File: src/rtl/bcd_pkg.sv
// -----------------------------------------------------------------------------
// bcd_pkg
// Shared definitions for the BCD up-timer: digit width, largest legal digit,
// the control FSM state encoding and small digit helper functions.
// -----------------------------------------------------------------------------
package bcd_pkg;

  localparam int                 DIGIT_W   = 4;
  localparam logic [DIGIT_W-1:0] DIGIT_MAX = 4'd9;

  typedef enum logic [1:0] {
    ST_IDLE = 2'd0,
    ST_RUN  = 2'd1,
    ST_HOLD = 2'd2,
    ST_DONE = 2'd3
  } state_t;

  // True when the nibble encodes a legal decimal digit (0..9).
  function automatic logic bcd_digit_valid(input logic [DIGIT_W-1:0] d);
    return (d <= DIGIT_MAX);
  endfunction

  // Illegal digits (A..F) saturate to 9 so a clamped value is always BCD.
  function automatic logic [DIGIT_W-1:0] bcd_digit_clamp(input logic [DIGIT_W-1:0] d);
    return bcd_digit_valid(d) ? d : DIGIT_MAX;
  endfunction

endpackage

File: src/rtl/bcd_digit.sv
// -----------------------------------------------------------------------------
// bcd_digit
// One registered BCD digit, chained with its neighbours through a ripple carry.
//
// Ports
//   clk          clock, rising edge
//   rst          asynchronous active-high reset, digit -> 0
//   i_clr        synchronous clear to 0 (highest synchronous priority)
//   i_load       synchronous load of i_load_d
//   i_load_d     value to load (caller guarantees it is a legal digit)
//   i_inc_en     global increment enable for the whole chain
//   i_carry_in   carry from the less significant digit (1 for digit 0)
//   o_digit      current digit value
//   o_carry_out  this digit will roll 9 -> 0 if the chain increments
// -----------------------------------------------------------------------------
module bcd_digit
  import bcd_pkg::*;
(
  input  logic               clk,
  input  logic               rst,
  input  logic               i_clr,
  input  logic               i_load,
  input  logic [DIGIT_W-1:0] i_load_d,
  input  logic               i_inc_en,
  input  logic               i_carry_in,
  output logic [DIGIT_W-1:0] o_digit,
  output logic               o_carry_out
);

  logic [DIGIT_W-1:0] r_digit;

  always_ff @(posedge clk or posedge rst) begin
    if (rst) begin
      r_digit <= '0;
    end else if (i_clr) begin
      r_digit <= '0;
    end else if (i_load) begin
      r_digit <= i_load_d;
    end else if (i_inc_en && i_carry_in) begin
      r_digit <= (r_digit == DIGIT_MAX) ? '0 : r_digit + 1'b1;
    end
  end

  // Carry is purely combinational from the registered digit, so the ripple
  // chain settles within one cycle without any feedback through i_inc_en.
  assign o_carry_out = i_carry_in && (r_digit == DIGIT_MAX);
  assign o_digit     = r_digit;

endmodule

File: src/rtl/bcd_up_timer.sv
// -----------------------------------------------------------------------------
// bcd_up_timer
// Multi-digit BCD up-counter with preset load, terminal limit and a small
// IDLE / RUN / HOLD / DONE control FSM.
//
// Parameters
//   DIGITS  number of BCD digits (default 4)
//   WRAP    1: restart from 0 at limit, 0: stop at limit and enter DONE
//
// Ports
//   clk, rst     clock (rising edge), asynchronous active-high reset
//   load_valid   load request; accepted when load_ready is high
//   load_ready   high in IDLE, HOLD, DONE
//   load_data    BCD preset, digit 0 in bits [3:0]; any digit >9 is rejected
//   limit        BCD terminal value, captured (digits clamped to 9) on start
//   start/stop   begin/resume and pause; stop wins when both are high
//   tick         count enable, one increment per cycle while in RUN
//   bcd_out      registered BCD count
//   carry_out    one-cycle pulse aligned with the update at the limit
//   running      high in RUN
//   done         high in DONE
//   err          one-cycle pulse after a rejected load
// -----------------------------------------------------------------------------
module bcd_up_timer
  import bcd_pkg::*;
#(
  parameter int DIGITS = 4,
  parameter bit WRAP   = 1'b1
) (
  input  logic                  clk,
  input  logic                  rst,
  input  logic                  load_valid,
  output logic                  load_ready,
  input  logic [DIGITS*4-1:0]   load_data,
  input  logic [DIGITS*4-1:0]   limit,
  input  logic                  start,
  input  logic                  stop,
  input  logic                  tick,
  output logic [DIGITS*4-1:0]   bcd_out,
  output logic                  carry_out,
  output logic                  running,
  output logic                  done,
  output logic                  err
);

  localparam int W = DIGITS * DIGIT_W;

  state_t          r_state;
  state_t          w_state_next;
  logic [W-1:0]    r_limit;
  logic            r_carry;
  logic            r_err;

  logic [W-1:0]    w_count;
  logic [W-1:0]    w_limit_clamp;
  logic [DIGITS-1:0] w_digit_ok;
  logic [DIGITS:0] w_carry;
  logic            w_load_fire;
  logic            w_load_ok;
  logic            w_load_acc;
  logic            w_start_acc;
  logic            w_at_limit;
  logic            w_run_tick;
  logic            w_inc;
  logic            w_hit;
  logic            w_clr;

  // ---------------------------------------------------------------------------
  // Request decode
  // ---------------------------------------------------------------------------
  assign w_load_fire = load_valid && load_ready;
  assign w_load_ok   = &w_digit_ok;
  assign w_load_acc  = w_load_fire && w_load_ok;

  // A start is only honoured outside RUN and never together with stop.
  assign w_start_acc = start && !stop && (r_state != ST_RUN);

  assign w_at_limit  = (w_count == r_limit);
  assign w_run_tick  = (r_state == ST_RUN) && tick;
  assign w_inc       = w_run_tick && !w_at_limit;
  assign w_hit       = w_run_tick && w_at_limit;

  // Clear sources: wrap at the limit, restart out of DONE (unless a load in
  // the same cycle supplies the new value), and all-9s rollover. The rollover
  // term matches what the digit chain does on its own; stating it here keeps
  // the top-level carry meaningful and the behaviour explicit.
  assign w_carry[0]  = 1'b1;
  assign w_clr       = (w_hit && WRAP)
                    || ((r_state == ST_DONE) && w_start_acc && !w_load_acc)
                    || (w_inc && w_carry[DIGITS]);

  // ---------------------------------------------------------------------------
  // Digit chain, per-digit load validation and limit clamping
  // ---------------------------------------------------------------------------
  genvar gi;
  generate
    for (gi = 0; gi < DIGITS; gi++) begin : g_digit
      bcd_digit u_digit (
        .clk         (clk),
        .rst         (rst),
        .i_clr       (w_clr),
        .i_load      (w_load_acc),
        .i_load_d    (load_data[gi*DIGIT_W +: DIGIT_W]),
        .i_inc_en    (w_inc),
        .i_carry_in  (w_carry[gi]),
        .o_digit     (w_count[gi*DIGIT_W +: DIGIT_W]),
        .o_carry_out (w_carry[gi+1])
      );

      assign w_digit_ok[gi] = bcd_digit_valid(load_data[gi*DIGIT_W +: DIGIT_W]);
      assign w_limit_clamp[gi*DIGIT_W +: DIGIT_W] =
        bcd_digit_clamp(limit[gi*DIGIT_W +: DIGIT_W]);
    end
  endgenerate

  // ---------------------------------------------------------------------------
  // Limit capture and status pulses
  // ---------------------------------------------------------------------------
  always_ff @(posedge clk or posedge rst) begin
    if (rst) begin
      r_limit <= {DIGITS{DIGIT_MAX}};
      r_carry <= 1'b0;
      r_err   <= 1'b0;
    end else begin
      if (w_start_acc) begin
        r_limit <= w_limit_clamp;
      end
      r_carry <= w_hit;
      r_err   <= w_load_fire && !w_load_ok;
    end
  end

  // ---------------------------------------------------------------------------
  // FSM: state register
  // ---------------------------------------------------------------------------
  always_ff @(posedge clk or posedge rst) begin
    if (rst) begin
      r_state <= ST_IDLE;
    end else begin
      r_state <= w_state_next;
    end
  end

  // FSM: next state
  always_comb begin
    w_state_next = r_state;
    case (r_state)
      ST_IDLE, ST_HOLD: begin
        if (w_start_acc) begin
          w_state_next = ST_RUN;
        end
      end
      ST_RUN: begin
        // A tick in the same cycle as stop is still counted by the datapath.
        if (stop) begin
          w_state_next = ST_HOLD;
        end else if (w_hit && !WRAP) begin
          w_state_next = ST_DONE;
        end
      end
      ST_DONE: begin
        if (w_start_acc) begin
          w_state_next = ST_RUN;
        end else if (w_load_acc) begin
          w_state_next = ST_HOLD;
        end
      end
      default: w_state_next = ST_IDLE;
    endcase
  end

  // FSM: outputs, decoded from the registered state only
  always_comb begin
    running    = 1'b0;
    done       = 1'b0;
    load_ready = 1'b1;
    case (r_state)
      ST_RUN: begin
        running    = 1'b1;
        load_ready = 1'b0;
      end
      ST_DONE: done = 1'b1;
      default: ;
    endcase
  end

  assign bcd_out   = w_count;
  assign carry_out = r_carry;
  assign err       = r_err;

endmodule
File: config.mk
export PLATFORM = sky130hd
export DESIGN_NAME = bcd_up_timer
export DESIGN_NICKNAME = d
export VERILOG_FILES = /design/src/rtl/bcd_pkg.sv /design/src/rtl/bcd_digit.sv /design/src/rtl/bcd_up_timer.sv
export SDC_FILE = /design/constraint.sdc
export NUM_CORES = 1
export LEC_CHECK = 0
export CAP_MARGIN = 20
export CORE_AREA = 3 3 82 84
export DETAILED_ROUTE_END_ITERATION = 12
export DIE_AREA = 0 0 85 87
export GPL_TIMING_DRIVEN = 0
export HOLD_SLACK_MARGIN = 0.1
export PLACE_DENSITY = 0.66
export SLEW_MARGIN = 40
export SYNTH_ARGS = -nofsm -noshare
export SYNTH_HDL_FRONTEND = slang
export SYNTH_SLANG_ARGS = --single-unit
File: constraint.sdc
create_clock -name clk -period 2.4 [get_ports clk]
set_input_delay 0.48 -clock clk [delete_from_list [all_inputs] [get_ports clk]]
set_output_delay 0.48 -clock clk [all_outputs]
set_load 0.02 [all_outputs]
==> results.md, run 1 <==
- Slew at the pin closest to its max-slew limit: 0.512 ns
- Remaining DRCs: 0
- Layout cells sized above 1: 0.169
- Hold WS: 0.494 ns
- Setup CP Type: reg -> reg
- Critical Path Fanout Max: 10
- Crit-path leading delay family: simple AND/OR/NAND/NOR gates
- Final Hold Violating Endpoints: 0
- Arrival time worst endpoint: around 2.4 ns
- Max-cap violation count: 0
- CP Launch Point: g_digit[2].u_digit.o_digit[1]
- Core Rows: 28
- FF-to-FF Start: g_digit[2].u_digit.o_digit[1]
- Worst setup SP type: flip-flop
- Lkg Pwr: 1.29 nW
- Post-synthesis sequential area ratio: 0.376
- Synth Cell Area: 2420 sq um
- RSZ-0062 raised after global routing: no
- Synth top area cells: dfrtp_1 (29%), dfstp_2 (8.7%), o21ai_0 (6.0%), xor2_1 (5.8%), nand2_1 (4.6%)
- Worst setup path endpoint: g_digit[1].u_digit.o_digit[2]
- First drt pass iteration count: 4
- Hold buffers post-CTS: 0
- Setup Slack @ Placement: -0.288 ns
- Starting density of the core: 0.405
- RR Endpoint: g_digit[1].u_digit.o_digit[2]
- Synth warn: 0
- Pwr/cell area: 865 nW/um^2
- Clock Sinks: 36
- Routed WL per cell: 15.8 um
- Nets: ~370
- Syn_area_per_cell: 9.22 sq um
- Required time worst endpoint: 2.55 ns
- Slew Limit Fails: 0
- Pin count of the biggest net entering global routing: 22
- WL final: 6.44 mm
- Ant. Diodes: 0
- First-pass GRT wire length: 10.5 mm
- Fmax: 0.447 GHz
- Post-route worst setup slack: between 0.15 and 0.2 ns
- Die area: 7400 sq um
- Crit. End Element: flip-flop
- Die H: approximately 87 um
- Initial drt markers: 197
- Reg2reg setup slack: 0.16 ns
- Clk_lat worst skew: 0.29 ns
- Netlist cell types: 47
- Post-Syn Instances: 263
- H-tree depth: 2
- Min-Delay Path Class: reg -> reg
- GPL Wtd Cong: 0.911
- Total CTS buffers: 5
- Crit path cell chain: xor2_1 -> nor4_1 -> nand4_2 -> buf_4 -> clkbuf_1 -> o2111ai_1 -> a31oi_1
- Stages on the worst setup path: 7
- Critical path's slowest cell: dfrtp_1
- P&R area growth vs syn: 33.2%
- Core Region: about 6000 sq um
- Clock Skews: 0.00470 ns
- Buf/Inv on CP: 2
- Vias post-DR: roughly 2,200
- Post-route ant nets: 0
- Vias in the first global route: 2,093
- Die X-Extent: 85 um
- Final core occ: 0.539
- PortBufs: slightly below 60
- Ports: 59
- Status: completed
- Overflow left after global routing: 0
- Final setup viols: 0
- Area leader, netlist: dfrtp_1
- Root cell of the clock tree: clkbuf_8
- Dpl hpwl: 4.94 mm
- Post-synth top area share: 0.289
- Crit share post-route: 0.933
- Most frequent cell after synthesis: nand2_1
- Synth async-reset ratio: 1.00
- VDD IR max: around 0.40 mV
- Total GRT Usage: 0.179
- Commonest cells post-synth: nand2_1 (30), o21ai_0 (29), dfrtp_1 (28)
- R2R depth: 7
- Syn nets: 301
- Clk buf depth: 2
- EDFF count, synth: 0
- Max stage delay on crit path: ~0.48 ns
- Slew HR: 0.659
- Reg clk slew, reported paths: ~0.070 ns
- Ys flop type: dfrtp_1
- Vias per cell: 5.44
- Yosys reg bits: 36
- CTS tree: yes
- Initial antenna violation count: 0
- Fin crit period: 2.24 ns
==> through the flow <==
| step | std cells | total power [mW] | instance area (sq um) | TNS, ns |
|---|---|---|---|---|
| 2_1_floorplan | 263 | 1.87 | 2420 | 0 |
| 3_3_place_gp | 396 | 2.35 | 3100 | -3.96 |
| 3_5_place_dp | 397 | 2.38 | 3130 | -4.08 |
| 4_1_cts | 405 | 2.81 | 3210 | 0 |
| 5_1_grt | 407 | 2.99 | 3230 | 0 |
| 6_report | 407 | 2.79 | 3230 | 0 |
==> worst min-delay path by stage <==
stage          cells after the start         end        from
6_report                           2  r_limit[8]  r_limit[8]
5_1_grt                            2  r_limit[5]         rst
4_1_cts                            2  r_limit[8]  r_limit[8]
3_5_place_dp                       2  r_limit[0]  r_limit[0]
3_3_place_gp                       2  r_limit[4]  r_limit[4]
2_1_floorplan                      2  r_limit[0]  r_limit[0]
==> registers in the layout, summed over array words and instances, names as in the netlist <==
name / cells
r_state: 2
carry_out: 1
r_limit: 16
g_digit.u_digit.o_digit: 16
err: 1
==> routing by layer <==
layer	up-vias	wire, um	GRT usage
li1	1098	-	-
met1	1041	3050	0.253
met2	73	2990	0.286
met3	4	355	0.0293
met4	0	45	0.0460
met5	-	0	0
==> where the power goes <==
group / switching (mW) / leakage (nW) / internal (mW) / total [mW]
combinational: 0.700 / 0.808 / 0.674 / 1.37
clock: 0.215 / 0.0422 / 0.204 / 0.419
sequential: 0.196 / 0.442 / 0.805 / 1.00
total: 1.11 / 1.29 / 1.68 / 2.79
==> worst reg2reg max path: stages, from the launching register on <==
cell	delay, ns
dfrtp_1	0.48
xor2_1	0.20
nor4_1	0.48
nand4_2	0.12
buf_4	0.21
clkbuf_1	0.27
o2111ai_1	0.27
a31oi_1	0.08
==> cell type report <==
type	count	area [sq um]
buffer	17	113
clock buffer	7	76.3
clock inverter	1	5.00
fill	581	2760
inverter	8	30.0
multi-input combinational	201	1370
sequential	36	911
tap	75	93.8
timing repair buffer	62	631
==> placed cells by master, fill, tap and decap left out, drive strengths merged, types with 3 or more instances in the layout <==
cell,Yosys,layout
nand4,11,11
inv,8,8
and4bb,3,3
xor2,16,16
and4,4,4
nor4,6,6
a21oi,3,3
nand2,30,30
clkbuf,6,12
o21a,4,4
o21ai,29,29
nor2b,3,3
mux2,6,6
nand3,3,3
a31oi,9,9
buf,12,16
a311oi,7,7
nor2,15,15
a22o,3,3
o211ai,9,9
nand3b,4,4
clkdlybuf4s50,0,58
and2,7,7
or3,4,4
nand2b,11,11
dfrtp,28,28
dfstp,8,8
==> kinds of logic after synthesis <==
family / synth area share
and+or+nand+nor: 0.270
AOI/OAI and AO/OA: 0.201
DFF: 0.376
buffers and inverters: 0.0593
xor gates and xnor gates: 0.0578
muxes: 0.0361
==> repair_timing <==
item,in CTS,in global routing
gates resized for setup,0,4
endpoints found under the setup margin,0,17
endpoints found under the hold margin,0,0
setup buffers,0,3
(Power assumes the default switching activity.)
==> run 2, diff against run 1 <==
Clock period 2.4 ns to 2.7 ns, I/O delays scaled along.
==> results.md, run 2 (synthesized netlist as in run 1, its figures left out) <==
- WL final: between 6 and 7 mm
- Max-cap violation count: 0
- Initial antenna violation count: 0
- Hold buffers post-CTS: 0
- Clk buf depth: 2
- Slew HR: 0.651
- Crit. End Element: flip-flop
- Post-route ant nets: 0
- Routed WL per cell: between 15 and 20 um
- Core Rows: 28
- Layout cells sized above 1: 0.155
- Ports: 59
- Clock share of power: 0.151
- Pwr/cell area: 774 nW/um^2
- Slew Limit Fails: 0
- Fin crit period: 2.45 ns
- Nets: 367
- Part of the power in combinational logic: 0.491
- Fmax: 0.408 GHz
- Status: completed
- Most used cell, CP: clkbuf_1
- Final Hold Violating Endpoints: 0
- Critical Path Fanout Max: 10
- Min-Delay Path Class: reg -> reg
- FF-to-FF Start: g_digit[2].u_digit.o_digit[1]
- Clock Skews: 0.00655 ns
- Clock Sinks: 36
- Arrival time worst endpoint: 2.62 ns
- Total CTS buffers: 5
- Dpl hpwl: 4.94 mm
- Slew at the pin closest to its max-slew limit: 0.524 ns
- RR Endpoint: g_digit[1].u_digit.o_digit[2]
- Vias in the first global route: between 2,000 and 2,500
- First-pass GRT wire length: around 11 mm
- Final setup viols: 0
- CP Launch Point: load_data[9]
- Remaining DRCs: 0
- Reg2reg setup slack: around 0.28 ns
- Design internal power: between 1 and 1.5 mW
- Pin count of the biggest net entering global routing: 22
- Hold WS: 0.492 ns
- VDD IR max: 0.355 mV
- CTS tree: yes
- Lkg Pwr: around 1.3 nW
- Required time worst endpoint: 2.87 ns
- First drt pass iteration count: 6
- Crit path cell chain: clkdlybuf4s50_1 -> o21ai_0 -> and4_1 -> clkbuf_1 -> nand2_1 -> clkbuf_1 -> o211ai_1 -> a31oi_2
- Commonest non-fill, non-tap cell in the layout: clkdlybuf4s50_1
- Starting density of the core: 0.405
- Ant. Diodes: 0
- Hold path depth: 2
- Vias post-DR: about 2,200
- Hold Crit Endpoint: r_limit[8]
- Crit share post-route: 0.909
- Clk_lat worst skew: 0.29 ns
- P&R area growth vs syn: 32.3%
- Most frequent cells in the layout: clkdlybuf4s50_1 (58), nand2_1 (30), o21ai_0 (29)
- Max stage delay on crit path: 0.42 ns
- H-tree depth: 2
- Crit-path leading delay family: buffers and inverters
- Vias per cell: 5.49
- Overflow left after global routing: 0
- Reg clk slew, reported paths: 0.07 ns
- Root cell of the clock tree: clkbuf_8
- FILL cells: 580
- Setup bufs post-CTS: 0
- PortBufs: 58
- Switch Pwr: 0.988 mW
- CTS resizes: 0
- Initial drt markers: approximately 170
- Total GRT Usage: 0.179
- RSZ-0062 raised after global routing: no
- Non-Filler Instances: 405
- GPL Wtd Cong: 0.911
- Die H: ~87 um
- R2R depth: 6
- Critical path's slowest cell: clkdlybuf4s50_1
- Setup CP Type: in -> reg
- Buf/Inv on CP: 3
- Die X-Extent: 85 um
- Core Region: 5990 sq um
- Hold Crit Start: r_limit[8]
- Placed cell count: 397
- Die area: 7400 sq um
- Worst setup SP type: primary input
- Sequential power share: 0.358
- Switching Share: 0.398
- Final core occ: 0.536
run 2: worst reg2reg max path, delay by kind of cell, from the launching register on:
| family | cells | cell delay (ns) |
|---|---|---|
| xor gates and xnor gates | 1 | 0.20 |
| AOI/OAI and AO/OA | 2 | 0.36 |
| and+or+nand+nor | 2 | 0.85 |
| buffers and inverters | 1 | 0.36 |
| DFF | 1 | 0.48 |
run 2: metrics by stage:
stage	total power [mW]	setup TNS [ns]	setup slack, ns	cell area, sq um
detailed placement	2.12	-0.201	-0.0484	3130
CTS	2.50	0	0.257	3210
global route	2.66	0	0.0598	3210
global placement	2.09	-0.148	-0.0425	3100
floorplan	1.66	0	0.632	2420
finish	2.48	0	0.247	3210
run 2: cell type report:
cell class              count  area [sq um]  share of cell area
multi-input cells         201          1370               0.427
flip-flops and latches     36           911               0.284
repair buffers             59           608               0.190
plain buffers              18           114              0.0355
well taps                  75          93.8              0.0293
clock buffers               7          76.3              0.0238
inverters                   8          30.0             0.00936
clock inverters             1          5.00             0.00156
run 2: worst max-delay path by stage:
| stage | to | cells after the start |
|---|---|---|
| after detailed placement | g_digit[0].u_digit.o_digit[3] | 8 |
| final | g_digit[3].u_digit.o_digit[3] | 8 |
| after floorplan | g_digit[0].u_digit.o_digit[0] | 7 |
| after global placement | g_digit[3].u_digit.o_digit[3] | 8 |
| after global routing | g_digit[3].u_digit.o_digit[3] | 8 |
| after CTS | g_digit[0].u_digit.o_digit[3] | 8 |
run 2: layer usage:
layer	part of all wire	global-route usage	vias up
li1	-	-	1093
met1	0.47	0.253	1040
met2	0.46	0.286	80
met3	0.057	0.0293	9
met4	0.0097	0.0460	0
met5	0	0	-
run 2: power groups by stage:
stage | clock (mW) | sequential [mW] | combinational, mW
after floorplan | 0 | 0.973 | 0.688
after CTS | 0.381 | 0.888 | 1.23
after detailed placement | 0 | 0.895 | 1.22
final | 0.375 | 0.890 | 1.22
after global placement | 0 | 0.891 | 1.20
after global routing | 0.409 | 0.916 | 1.33
==> run 3, diff against run 2 <==
Settings changed: CORE_AREA 3 3 82 84 to 3 3 63 109, DIE_AREA 0 0 85 87 to 0 0 66 112, MAX_ROUTING_LAYER from default to met4.
==> results.md, run 3 (synthesized netlist as in run 1, its figures left out) <==
- Final setup viols: 0
- First drt pass iteration count: 4
- Pwr/cell area: around 790 nW/um^2
- Commonest non-fill, non-tap cell in the layout: clkdlybuf4s50_1
- Pin count of the biggest net entering global routing: 37
- Routed WL per cell: 16.7 um
- First-pass GRT wire length: 11.0 mm
- Setup TNS: 0 ns
- Clk_lat worst skew: 0.29 ns
- Total GRT Usage: 0.199
- Ports: 59
- DR WL met2: 3.73 mm
- Root cell of the clock tree: clkbuf_8
- Die H: between 100 and 150 um
- Dpl hpwl: 5.29 mm
- Arrival time worst endpoint: 2.65 ns
- Worst setup SP type: primary input
- Remaining DRCs: 0
- Fin crit period: 2.48 ns
- Layout cells sized above 1: 0.152
- Hold path depth: 2
- Max-cap violation count: 0
- Initial antenna violation count: 0
- Required time worst endpoint: between 2 and 3 ns
- Post-layout instance area: 3200 sq um
- Post-route ant nets: 0
- Total power: 2.53 mW
- Clk buf depth: 2
- Final Hold Violating Endpoints: 0
- FILL cells: 595
- Crit. End Element: flip-flop
- PortBufs: 58
- CTS resizes: 0
- Slew HR: 0.584
- Critical Path Fanout Max: 10
- Vias in the first global route: 2,266
- Setup CP Type: in -> reg
- Reg clk slew, reported paths: 0.07 ns
- Most frequent cells in the layout: clkdlybuf4s50_1 (58), nand2_1 (30), o21ai_0 (29)
- Setup bufs post-CTS: 0
- Overflow left after global routing: 0
- Clock Sinks: 36
- GPL Wtd Cong: 0.905
- Total CTS buffers: 5
- Wl on met1: around 2.4 mm
- Starting density of the core: 0.395
- Hold buffers post-CTS: 0
- Setup Slack @ Placement: -0.0966 ns
- Core Region: 6130 sq um
- Vias per cell: 5.67
- Post-route worst setup slack: 0.224 ns
- Die area: 7390 sq um
- Status: completed
- Slew at the pin closest to its max-slew limit: 0.624 ns
- Nets: roughly 370
- VDD IR max: 0.338 mV
- Crit share post-route: 0.917
- Vias post-DR: 2,317
- Slew Limit Fails: 0
- Fmax: 0.404 GHz
- Clock Skews: just under 0.007 ns
- Ant. Diodes: 0
- P&R area growth vs syn: 31.8%
- Top sig layer: met4
- CTS tree: yes
- Final core occ: 0.521
- Min-Delay Path Class: reg -> reg
- RSZ-0062 raised after global routing: no
- Sequential cell area: 911 sq um
- Initial drt markers: 133
- Multi-input logic area: ~1400 sq um
- WL final: 6.83 mm
- Lkg Pwr: 1.27 nW
- R2R depth: 6
- Core Rows: 38
- Die X-Extent: 66 um
- WL met3: 318 um
- H-tree depth: 2
- Placed Area: 3110 sq um
==> run 3: layout make-up <==
cell class              instances  share of cell area
repair buffers                 58               0.182
flip-flops and latches         36               0.285
well taps                      80              0.0313
plain buffers                  18              0.0356
multi-input cells             201               0.429
clock buffers                   8              0.0282
inverters                       8             0.00978
==> run 3: final timing paths <==
path,startpoint,to,slack (ns)
worst max-delay path,load_data[9],g_digit[2].u_digit.o_digit[0],0.22
worst min-delay path,r_limit[8],r_limit[8],0.49
worst max register to register,g_digit[2].u_digit.o_digit[1],g_digit[1].u_digit.o_digit[2],0.41
worst min register to register,r_limit[8],r_limit[8],0.49
max in group asynchronous,rst,r_limit[4],1.68
min in group asynchronous,rst,g_digit[2].u_digit.o_digit[3],0.64
==> run 3: per-stage QoR <==
| stage | std cells | hold slack (ns) |
|---|---|---|
| floorplan | 263 | 0.464 |
| CTS | 409 | 0.491 |
| detailed placement | 401 | 0.481 |
| global placement | 401 | 0.478 |
| finish | 409 | 0.488 |
| global route | 409 | 0.524 |
==> run 3: routing by layer <==
layer  vias up  GRT usage
met2        84      0.339
met1      1115      0.213
met5         -          -
met4         0      0.117
met3        24     0.0293
li1       1094          -
==> run 3: report_power, final <==
group	total (mW)	internal, mW	switching (mW)
Sequential	0.893	0.716	0.177
Clock	0.407	0.208	0.199
Combinational	1.23	0.596	0.636
Total	2.53	1.52	1.01
==> run 3: critical path, cell delays in order <==
cell and delay (ns):
clkdlybuf4s50_1 0.42, o21ai_0 0.27, and4_1 0.23, clkbuf_1 0.24
nand2_1 0.22, clkbuf_1 0.33, a311oi_1 0.38
